--- src/rtl/fsm_ctrl_pkg.sv ---
// Shared state encoding for the FIFO switch control FSM; also used by the bench to decode state_out.
package fsm_ctrl_pkg;

  localparam int STATE_W = 3;

  localparam logic [STATE_W-1:0] ST_RESET  = 3'd0;
  localparam logic [STATE_W-1:0] ST_INIT   = 3'd1;
  localparam logic [STATE_W-1:0] ST_IDLE   = 3'd2;
  localparam logic [STATE_W-1:0] ST_ACTIVE = 3'd3;
  localparam logic [STATE_W-1:0] ST_ERROR  = 3'd4;

endpackage

--- src/rtl/fsm_ctrl_param_idle_debounce.sv ---
// Saturating count of consecutive all-empty samples; done is combinational on the current sample.
// Latency: done rises in the cycle holding the IDLE_CYCLES-th consecutive all-empty sample; no backpressure.
module idle_debounce
  import fsm_ctrl_pkg::*;
#(
  parameter int IDLE_CYCLES = 2
) (
  input  logic clk,
  input  logic reset,
  input  logic clear,
  input  logic all_empty,
  output logic done
);

  localparam int CNT_W = $clog2(IDLE_CYCLES + 1);
  localparam logic [CNT_W-1:0] LAST = CNT_W'(IDLE_CYCLES - 1);

  logic [CNT_W-1:0] r_cnt;

  // done marks the sample that would bring the count to IDLE_CYCLES, so it never stores that value
  assign done = all_empty && (r_cnt == LAST);

  always_ff @(posedge clk) begin
    if (reset || clear || !all_empty || done) begin
      r_cnt <= '0;
    end else begin
      r_cnt <= r_cnt + 1'b1;
    end
  end

endmodule

--- src/rtl/fsm_ctrl_param.sv ---
// Control FSM beside the FIFO array: threshold capture in INIT, idle/active tracking, sticky error source.
// Latency: every output is registered or a decode of the state register (1 cycle); no backpressure.
module fsm_ctrl_param
  import fsm_ctrl_pkg::*;
#(
  parameter int N_FIFO      = 5,
  parameter int THR_W       = 2,
  parameter int IDLE_CYCLES = 2,
  parameter int ERR_RECOVER = 0
) (
  input  logic                clk,
  input  logic                reset,
  input  logic                init,
  input  logic [THR_W-1:0]    umbral_mf_in,
  input  logic [THR_W-1:0]    umbral_vc_in,
  input  logic [THR_W-1:0]    umbral_d_in,
  input  logic [N_FIFO-1:0]   fifo_empty,
  input  logic [N_FIFO-1:0]   fifo_error,
  output logic [THR_W-1:0]    umbral_mf_out,
  output logic [THR_W-1:0]    umbral_vc_out,
  output logic [THR_W-1:0]    umbral_d_out,
  output logic [STATE_W-1:0]  state_out,
  output logic [N_FIFO-1:0]   error_src,
  output logic                error_out,
  output logic                active_out,
  output logic                idle_out
);

  logic [STATE_W-1:0] r_state;
  logic [STATE_W-1:0] w_next;
  logic [THR_W-1:0]   r_mf;
  logic [THR_W-1:0]   r_vc;
  logic [THR_W-1:0]   r_d;
  logic [N_FIFO-1:0]  r_esrc;

  logic w_all_empty;
  logic w_any_err;
  logic w_idle_done;
  logic w_cnt_clear;
  logic w_recover_en;

  assign w_all_empty  = &fifo_empty;
  assign w_any_err    = |fifo_error;
  assign w_recover_en = (ERR_RECOVER != 0);

  // Counting only happens on an ACTIVE edge that neither errors nor re-initialises
  assign w_cnt_clear = (r_state != ST_ACTIVE) || w_any_err || init;

  idle_debounce #(
    .IDLE_CYCLES(IDLE_CYCLES)
  ) u_idle_debounce (
    .clk      (clk),
    .reset    (reset),
    .clear    (w_cnt_clear),
    .all_empty(w_all_empty),
    .done     (w_idle_done)
  );

  always_comb begin
    w_next = r_state;
    case (r_state)
      ST_RESET: w_next = ST_INIT;
      ST_INIT: begin
        if (w_any_err)  w_next = ST_ERROR;
        else if (!init) w_next = ST_IDLE;
      end
      ST_IDLE: begin
        if (w_any_err)         w_next = ST_ERROR;
        else if (init)         w_next = ST_INIT;
        else if (!w_all_empty) w_next = ST_ACTIVE;
      end
      ST_ACTIVE: begin
        if (w_any_err)        w_next = ST_ERROR;
        else if (init)        w_next = ST_INIT;
        else if (w_idle_done) w_next = ST_IDLE;
      end
      ST_ERROR: begin
        if (w_recover_en && init) w_next = ST_INIT;
      end
      default: w_next = ST_RESET;
    endcase
  end

  always_ff @(posedge clk) begin
    if (reset) begin
      r_state <= ST_RESET;
      r_mf    <= '0;
      r_vc    <= '0;
      r_d     <= '0;
      r_esrc  <= '0;
    end else begin
      r_state <= w_next;
      if (r_state == ST_INIT) begin
        r_mf <= umbral_mf_in;
        r_vc <= umbral_vc_in;
        r_d  <= umbral_d_in;
      end
      // Load on entry, accumulate while resident, zero everywhere else (including on recovery)
      if (w_next == ST_ERROR) begin
        r_esrc <= (r_state == ST_ERROR) ? (r_esrc | fifo_error) : fifo_error;
      end else begin
        r_esrc <= '0;
      end
    end
  end

  assign umbral_mf_out = r_mf;
  assign umbral_vc_out = r_vc;
  assign umbral_d_out  = r_d;
  assign state_out     = r_state;
  assign error_src     = r_esrc;
  assign error_out     = (r_state == ST_ERROR);
  assign active_out    = (r_state == ST_ACTIVE);
  assign idle_out      = (r_state == ST_IDLE);

endmodule
--- config.mk ---
export PLATFORM = sky130hd
export DESIGN_NAME = fsm_ctrl_param
export DESIGN_NICKNAME = d
export VERILOG_FILES = /design/src/rtl/fsm_ctrl_pkg.sv /design/src/rtl/fsm_ctrl_param_idle_debounce.sv /design/src/rtl/fsm_ctrl_param.sv
export SDC_FILE = /design/constraint.sdc
export NUM_CORES = 1
export LEC_CHECK = 0
export CAP_MARGIN = 30
export CELL_PAD_IN_SITES_DETAIL_PLACEMENT = 1
export CELL_PAD_IN_SITES_GLOBAL_PLACEMENT = 2
export CORE_MARGIN = 3
export CORE_UTILIZATION = 19
export CTS_BUF_LIST = sky130_fd_sc_hd__clkbuf_4 sky130_fd_sc_hd__clkbuf_8 sky130_fd_sc_hd__clkbuf_16
export DETAILED_ROUTE_END_ITERATION = 12
export PLACE_DENSITY_LB_ADDON = 0.1
export SETUP_SLACK_MARGIN = 0.15
export SKIP_LAST_GASP = 1
export SLEW_MARGIN = 20
export SYNTH_ARGS = -nofsm -noshare
export SYNTH_HDL_FRONTEND = slang
export SYNTH_SLANG_ARGS = --single-unit
--- constraint.sdc ---
create_clock -name clk -period 1.2 [get_ports clk]
set_input_delay 0.12 -clock clk [delete_from_list [all_inputs] [get_ports clk]]
set_output_delay 0.12 -clock clk [all_outputs]
set_load 0.005 [all_outputs]
# Yosys cells after proc, flatten, opt, wreduce, memory -nomap -nowiden

Index checks and enable logic that the tools add are counted.

Flip-flop bits (word level): 16
Input bits: 19
Output and inout port bits: 17

$add $sub $neg: 1
Equal/unequal tests: 7
Multiplexer cells: 10
Bitwise operators: 2
Reductions and logical operators: 11

Operators with widths:

| operator              | number |
|---|---|
| $mux W3               | 8 |
| $pmux W3 S5           | 1 |
| $eq A3 B2 Y1 const B  | 2 |
| $eq A3 B3 Y1 const B  | 2 |
| $logic_or A1 B1 Y1    | 5 |
| $mux W5               | 1 |
| $or A5 B5 Y5          | 1 |
| $reduce_and A5 Y1     | 1 |
| $reduce_or A5 Y1      | 1 |
| $eq A3 B1 Y1 const B  | 1 |
| $logic_not A3 Y1      | 1 |
| $ne A3 B2 Y1 const B  | 1 |
| $add A2 B1 Y2 const B | 1 |
| $eq A2 B1 Y1 const B  | 1 |
| $reduce_or A2 Y1      | 1 |
| $logic_and A1 B1 Y1   | 1 |
| $logic_not A1 Y1      | 1 |
| $not A1 Y1            | 1 |

# Longest topological paths before layout

Depth after elaboration: 9
Gate-level depth with buffers: 5

# Cells and area by module

A second synthesis with hierarchy kept.

Cell total of the unflattened synthesis: 72
Area total of the unflattened synthesis: 691.9 um2

Modules (own cells, without submodules):

| module         | instances | cells an instance | area each (um2) | sequential area each (um2) |
|---|---|---|---|---|
| fsm_ctrl_param | 1         | 64                | 610.6           | 280.3 |
| idle_debounce  | 1         | 8                 | 81.3            | 40.0 |

# Least setup slack after synthesis

No wires, ideal clock.

Kind: flip-flop to flip-flop
From: register u_idle_debounce.r_cnt[1]
To: register u_idle_debounce.r_cnt[0]
Arrival: 1.129 ns
Required time: 1.122 ns
Slack: -0.007 ns
Stages on the path, launching flop included: 5
Buffers on the path: 0
Period minus slack after synthesis: 1.207 ns
Cell sequence: dfxtp_1 > inv_1 > ha_1 > or4b_4 > nor3_1

Longest elaborated chain between the ends: 3

Ends and longest elaborated chain:

| element                | RTL line                           | text |
|---|---|---|
| from (decl)            | fsm_ctrl_param_idle_debounce.sv:18 | `logic [CNT_W-1:0] r_cnt;` |
| from (signal assigned) | fsm_ctrl_param_idle_debounce.sv:27 | `r_cnt <= r_cnt + 1'b1;` |
| $eq A2 B1 Y1           | fsm_ctrl_param_idle_debounce.sv:21 | `assign done = all_empty && (r_cnt == LAST);` |
| $logic_and A1 B1 Y1    | fsm_ctrl_param_idle_debounce.sv:21 |  |
| $logic_or A1 B1 Y1     | fsm_ctrl_param_idle_debounce.sv:24 | `if (reset \|\| clear \|\| !all_empty \|\| done) begin` |

Every way passes these cells.
A chain may end at the register's enable or synchronous reset.

# Worst setup path after layout

From: register r_state[1], in the netlist state_out[1]
To: register r_mf[1], in the netlist umbral_mf_out[1]

Longest elaborated chain between the ends: 1

Ends and longest elaborated chain:

| element                | RTL line             | text |
|---|---|---|
| from (decl)            | fsm_ctrl_param.sv:29 | `logic [STATE_W-1:0] r_state;` |
| from (signal assigned) | fsm_ctrl_param.sv:92 | `r_state <= w_next;` |
| $eq A3 B1 Y1           | fsm_ctrl_param.sv:93 | `if (r_state == ST_INIT) begin` |
| to (signal assigned)   | fsm_ctrl_param.sv:94 | `r_mf <= umbral_mf_in;` |
| to (decl)              | fsm_ctrl_param.sv:31 | `logic [THR_W-1:0] r_mf;` |

Every way passes these cells.

==> impl_metrics.csv <==
group,metric,value,unit
cells_and_area,areaGrowthSynthToFinish,105,%
setup_path,crit_family,"buffers and inverters",
clocking,cts_made_buffers,3,
setup_path,crit_buf_inv,3,
clocking,cts_tree,"built",
sta,slew_headroom,74.7,%
floorplanning,start_util,20.2,%
floorplanning,dieWidth,66.0,µm
synthesis,synth.yosys.seq_area_share,46.8,%
cells_and_area,nNetsFinal,148,
synthesis,synth-xor-area-share,0,%
detailed_routing,finalWirelength,2280,µm
synthesis,synth_edf_count,0,
synthesis,synth_fa_ha_area_share,1.83,%
cells_and_area,drive_above_1_share,52.0,%
run,maxCapViolCount,0,
cells_and_area,final_cell_mix,"clkdlybuf4s50_1 (18), buf_4 (16), dfxtp_2 (11), buf_6 (10), nor2_1 (8)",
setup_path,critical_path.slowest_cell,"dfxtp_4",
clocking,cts_hold_buf,0,
clocking,clk_pin_slew_worst_paths,0.09,ns
sta,max_freq,786,MHz
setup_path,startpoint,"state_out[1]$_SDFF_PP0_",
global_route,grt_usage,10.9,%
synthesis,syn_inst,66,
detailed_routing,drtIter0Drc,14,
power_and_ir_drop,power_frac_seq,42.8,%
placed_design,gp_congestion,0.721,
setup_path,r2r-start,"state_out[1]$_SDFF_PP0_",
clocking,clock_latency,0.29,ns
synthesis,syn_area,684,µm²
synthesis,synth_area_per_cell,10.4,µm²
sta,setup_ws,-0.0720,ns
cells_and_area,fin_area,1400,µm²
detailed_routing,drc,0,
global_route,grt_pass1_wl,3570,µm
setup_path,cp_data_arrival_time,1.45,ns
floorplanning,rows,21,
sta,period_needed,1.27,ns
sta,drv_slew,0,
detailed_routing,viasPerCell,4.26,
synthesis,synthArstFlopShare,0,%
setup_path,cp_common_cell,"buf_6",
detailed_routing,dr.pass1.iters,2,
power_and_ir_drop,power_switching,0.000365,W
setup_path,critPathMaxStageDelay,0.36,ns
power_and_ir_drop,p_per_area,987,nW/µm²
run_status,failed_checks,"setup timing",
detailed_routing,ant_nets,0,
synthesis,synth.net_count,86,
setup_path,startpoint_type,"flop",
global_route,grt_pass1_vias,766,
global_route,antenna_found_initial,0,
power_and_ir_drop,vdd_drop_max,0.000576,V
synthesis,yosysUniqueCellTypes,24,
sta,hold_viol,0,
setup_path,path_max_fanout,4,
power_and_ir_drop,p_leak,0.598,nW
placed_design,dp_hpwl,1610,µm
setup_path,r2r_cells,6,
power_and_ir_drop,combinationalPowerShare,31.2,%
synthesis,synth-simple-area-share,23.0,%
setup_path,cp-end-kind,"flop",
synthesis,synth.mux.area_fraction,10.2,%
synthesis,yosys_warnings,0,
synthesis,synth_top_family_by_area,"simple AND/OR/NAND/NOR gates",
setup_path,regToRegSetupSlack,-0.07,ns
placed_design,place_area,1190,µm²
floorplanning,coreArea,3390,µm²
floorplanning,die_area,4360,µm²
min_path,hp-class,"flop to flop",
floorplanning,ios,36,
sta,period_share,106,%
clocking,cts_buffer_depth,2,
setup_path,crit_path_cell_trace,"buf_6 -> buf_6 -> nor3b_4 -> buf_6 -> mux2i_1 -> nor2_1",
setup_path,critPathCapture,"umbral_mf_out[1]$_SDFFE_PP0P_",
synthesis,synth_compound_area_share,14.1,%
placed_design,place_ws,-0.312,ns
min_path,hold_start,"u_idle_debounce.r_cnt[0]$_SDFF_PP0_",
setup_path,rr_endpoint,"umbral_mf_out[1]$_SDFFE_PP0P_",
synthesis,ys_ff_latch,16,
clocking,ctsHtreeMaxLevel,1,
synthesis,ys.flop_type,"dfxtp_1",
setup_path,crit_type,"flop to flop",
power_and_ir_drop,clock_power_share,26.0,%
sta,setup_viol,13,
sta,tightest_slew,0.377,ns
detailed_routing,wire_per_inst,13.2,µm
placed_design,numPortBuffers,35,
floorplanning,die_y,66.0,µm
setup_path,cp.required,1.38,ns
cells_and_area,final_common_cell,"clkdlybuf4s50_1",
cells_and_area,antenna_cells,0,
power_and_ir_drop,p_int,0.00102,W
sta,skew,0.00693,ns
setup_path,path_depth,6,
sta,holdWs,0.418,ns
clocking,root_buffer,"clkbuf_4",
clocking,cts_num_sinks,16,
global_route,grt_max_degree,13,
sta,rsz0062_at_grt,"true",
detailed_routing,vias,737,
power_and_ir_drop,swShare,26.4,%
run_status,outcome,"finished, violations left",
global_route,overflow,0,
cells by family (layout without fill, tap and decap cells):
| group | count (synthesis) | count (layout) |
|---|---|---|
| adder cells (fa/ha/maj) | 1 | 1 |
| multiplexers | 7 | 7 |
| AO/OA/AOI/OAI | 14 | 14 |
| buffers and inverters | 5 | 66 |
| AND/OR/NAND/NOR | 23 | 23 |
| flip-flops | 16 | 16 |
cell type report:
type,instances,area (µm²)
Tap cell,46,57.6
Sequential cell,16,345
Timing Repair Buffer,60,549
Clock buffer,4,36.3
Inverter,2,7.51
Multi-Input combinational cell,45,407
Fill cell,403,1990
per-layer routing:
metal / GRT usage, % / routed length (µm)
met1: 12.8 / 975
met2: 18.4 / 1180
met3: 3.57 / 109
met4: 3.81 / 14
met5: 0 / 0
power groups by stage:
stage | logic [W] | clock network (W) | registers [W]
2_1_floorplan | 0.000121 | 0 | 0.000611
3_3_place_gp | 0.000356 | 0 | 0.000607
3_5_place_dp | 0.000357 | 0 | 0.000607
4_1_cts | 0.000390 | 0.000387 | 0.000592
5_1_grt | 0.000468 | 0.000408 | 0.000599
6_report | 0.000432 | 0.000360 | 0.000593
through the flow:
stage / util (%) / setup TNS (ns) / instances / total power, W
6_report: 41.4 / -0.550 / 173 / 0.00138
5_1_grt: 41.4 / -1.64 / 173 / 0.00148
4_1_cts: 39.7 / -1.10 / 170 / 0.00137
3_5_place_dp: 35.2 / -2.22 / 159 / 0.000965
3_3_place_gp: 35.2 / -2.05 / 159 / 0.000963
2_1_floorplan: - / -0.0141 / 66 / 0.000732
how the worst min path moves through the flow:
stage / endpoint / slack, ns / cells after the start
after floorplan: state_out[1]$_SDFF_PP0_ / 0.19 / 1
after global placement: u_idle_debounce.r_cnt[0]$_SDFF_PP0_ / 0.41 / 1
after detailed placement: u_idle_debounce.r_cnt[0]$_SDFF_PP0_ / 0.43 / 1
after CTS: umbral_d_out[0]$_SDFFE_PP0P_ / 0.42 / 3
after global routing: umbral_d_out[1]$_SDFFE_PP0P_ / 0.42 / 3
final: u_idle_debounce.r_cnt[0]$_SDFF_PP0_ / 0.42 / 1
timing repair:
action / in CTS / in global routing
setup buffers: 7 / 3
setup endpoints to repair: 33 / 26
pin swaps: 6 / 9
resized for setup: 67 / 12
synthesized netlist by cell type (2+ instances only):
| master | count | area, µm² |
|---|---|---|
| dfxtp_1 | 16 | 320 |
| nor2_1 | 9 | 33.8 |
| inv_1 | 2 | 7.51 |
| nor3_1 | 4 | 20.0 |
| mux2i_1 | 7 | 70.1 |
| a31oi_1 | 6 | 37.5 |
| a211oi_1 | 5 | 37.5 |
registers in the layout, indices dropped and copies added, names as in the netlist:
name / flops
umbral_vc_out: 2
error_src: 5
u_idle_debounce.r_cnt: 2
umbral_mf_out: 2
umbral_d_out: 2
state_out: 3
worst reg2reg max path: stages (launching register included):
cell and delay, ns:
dfxtp_4 0.36, buf_6 0.11, buf_6 0.11, nor3b_4 0.19
buf_6 0.15, mux2i_1 0.18, nor2_1 0.06
No activity file was read; power rests on OpenSTA's default activity.
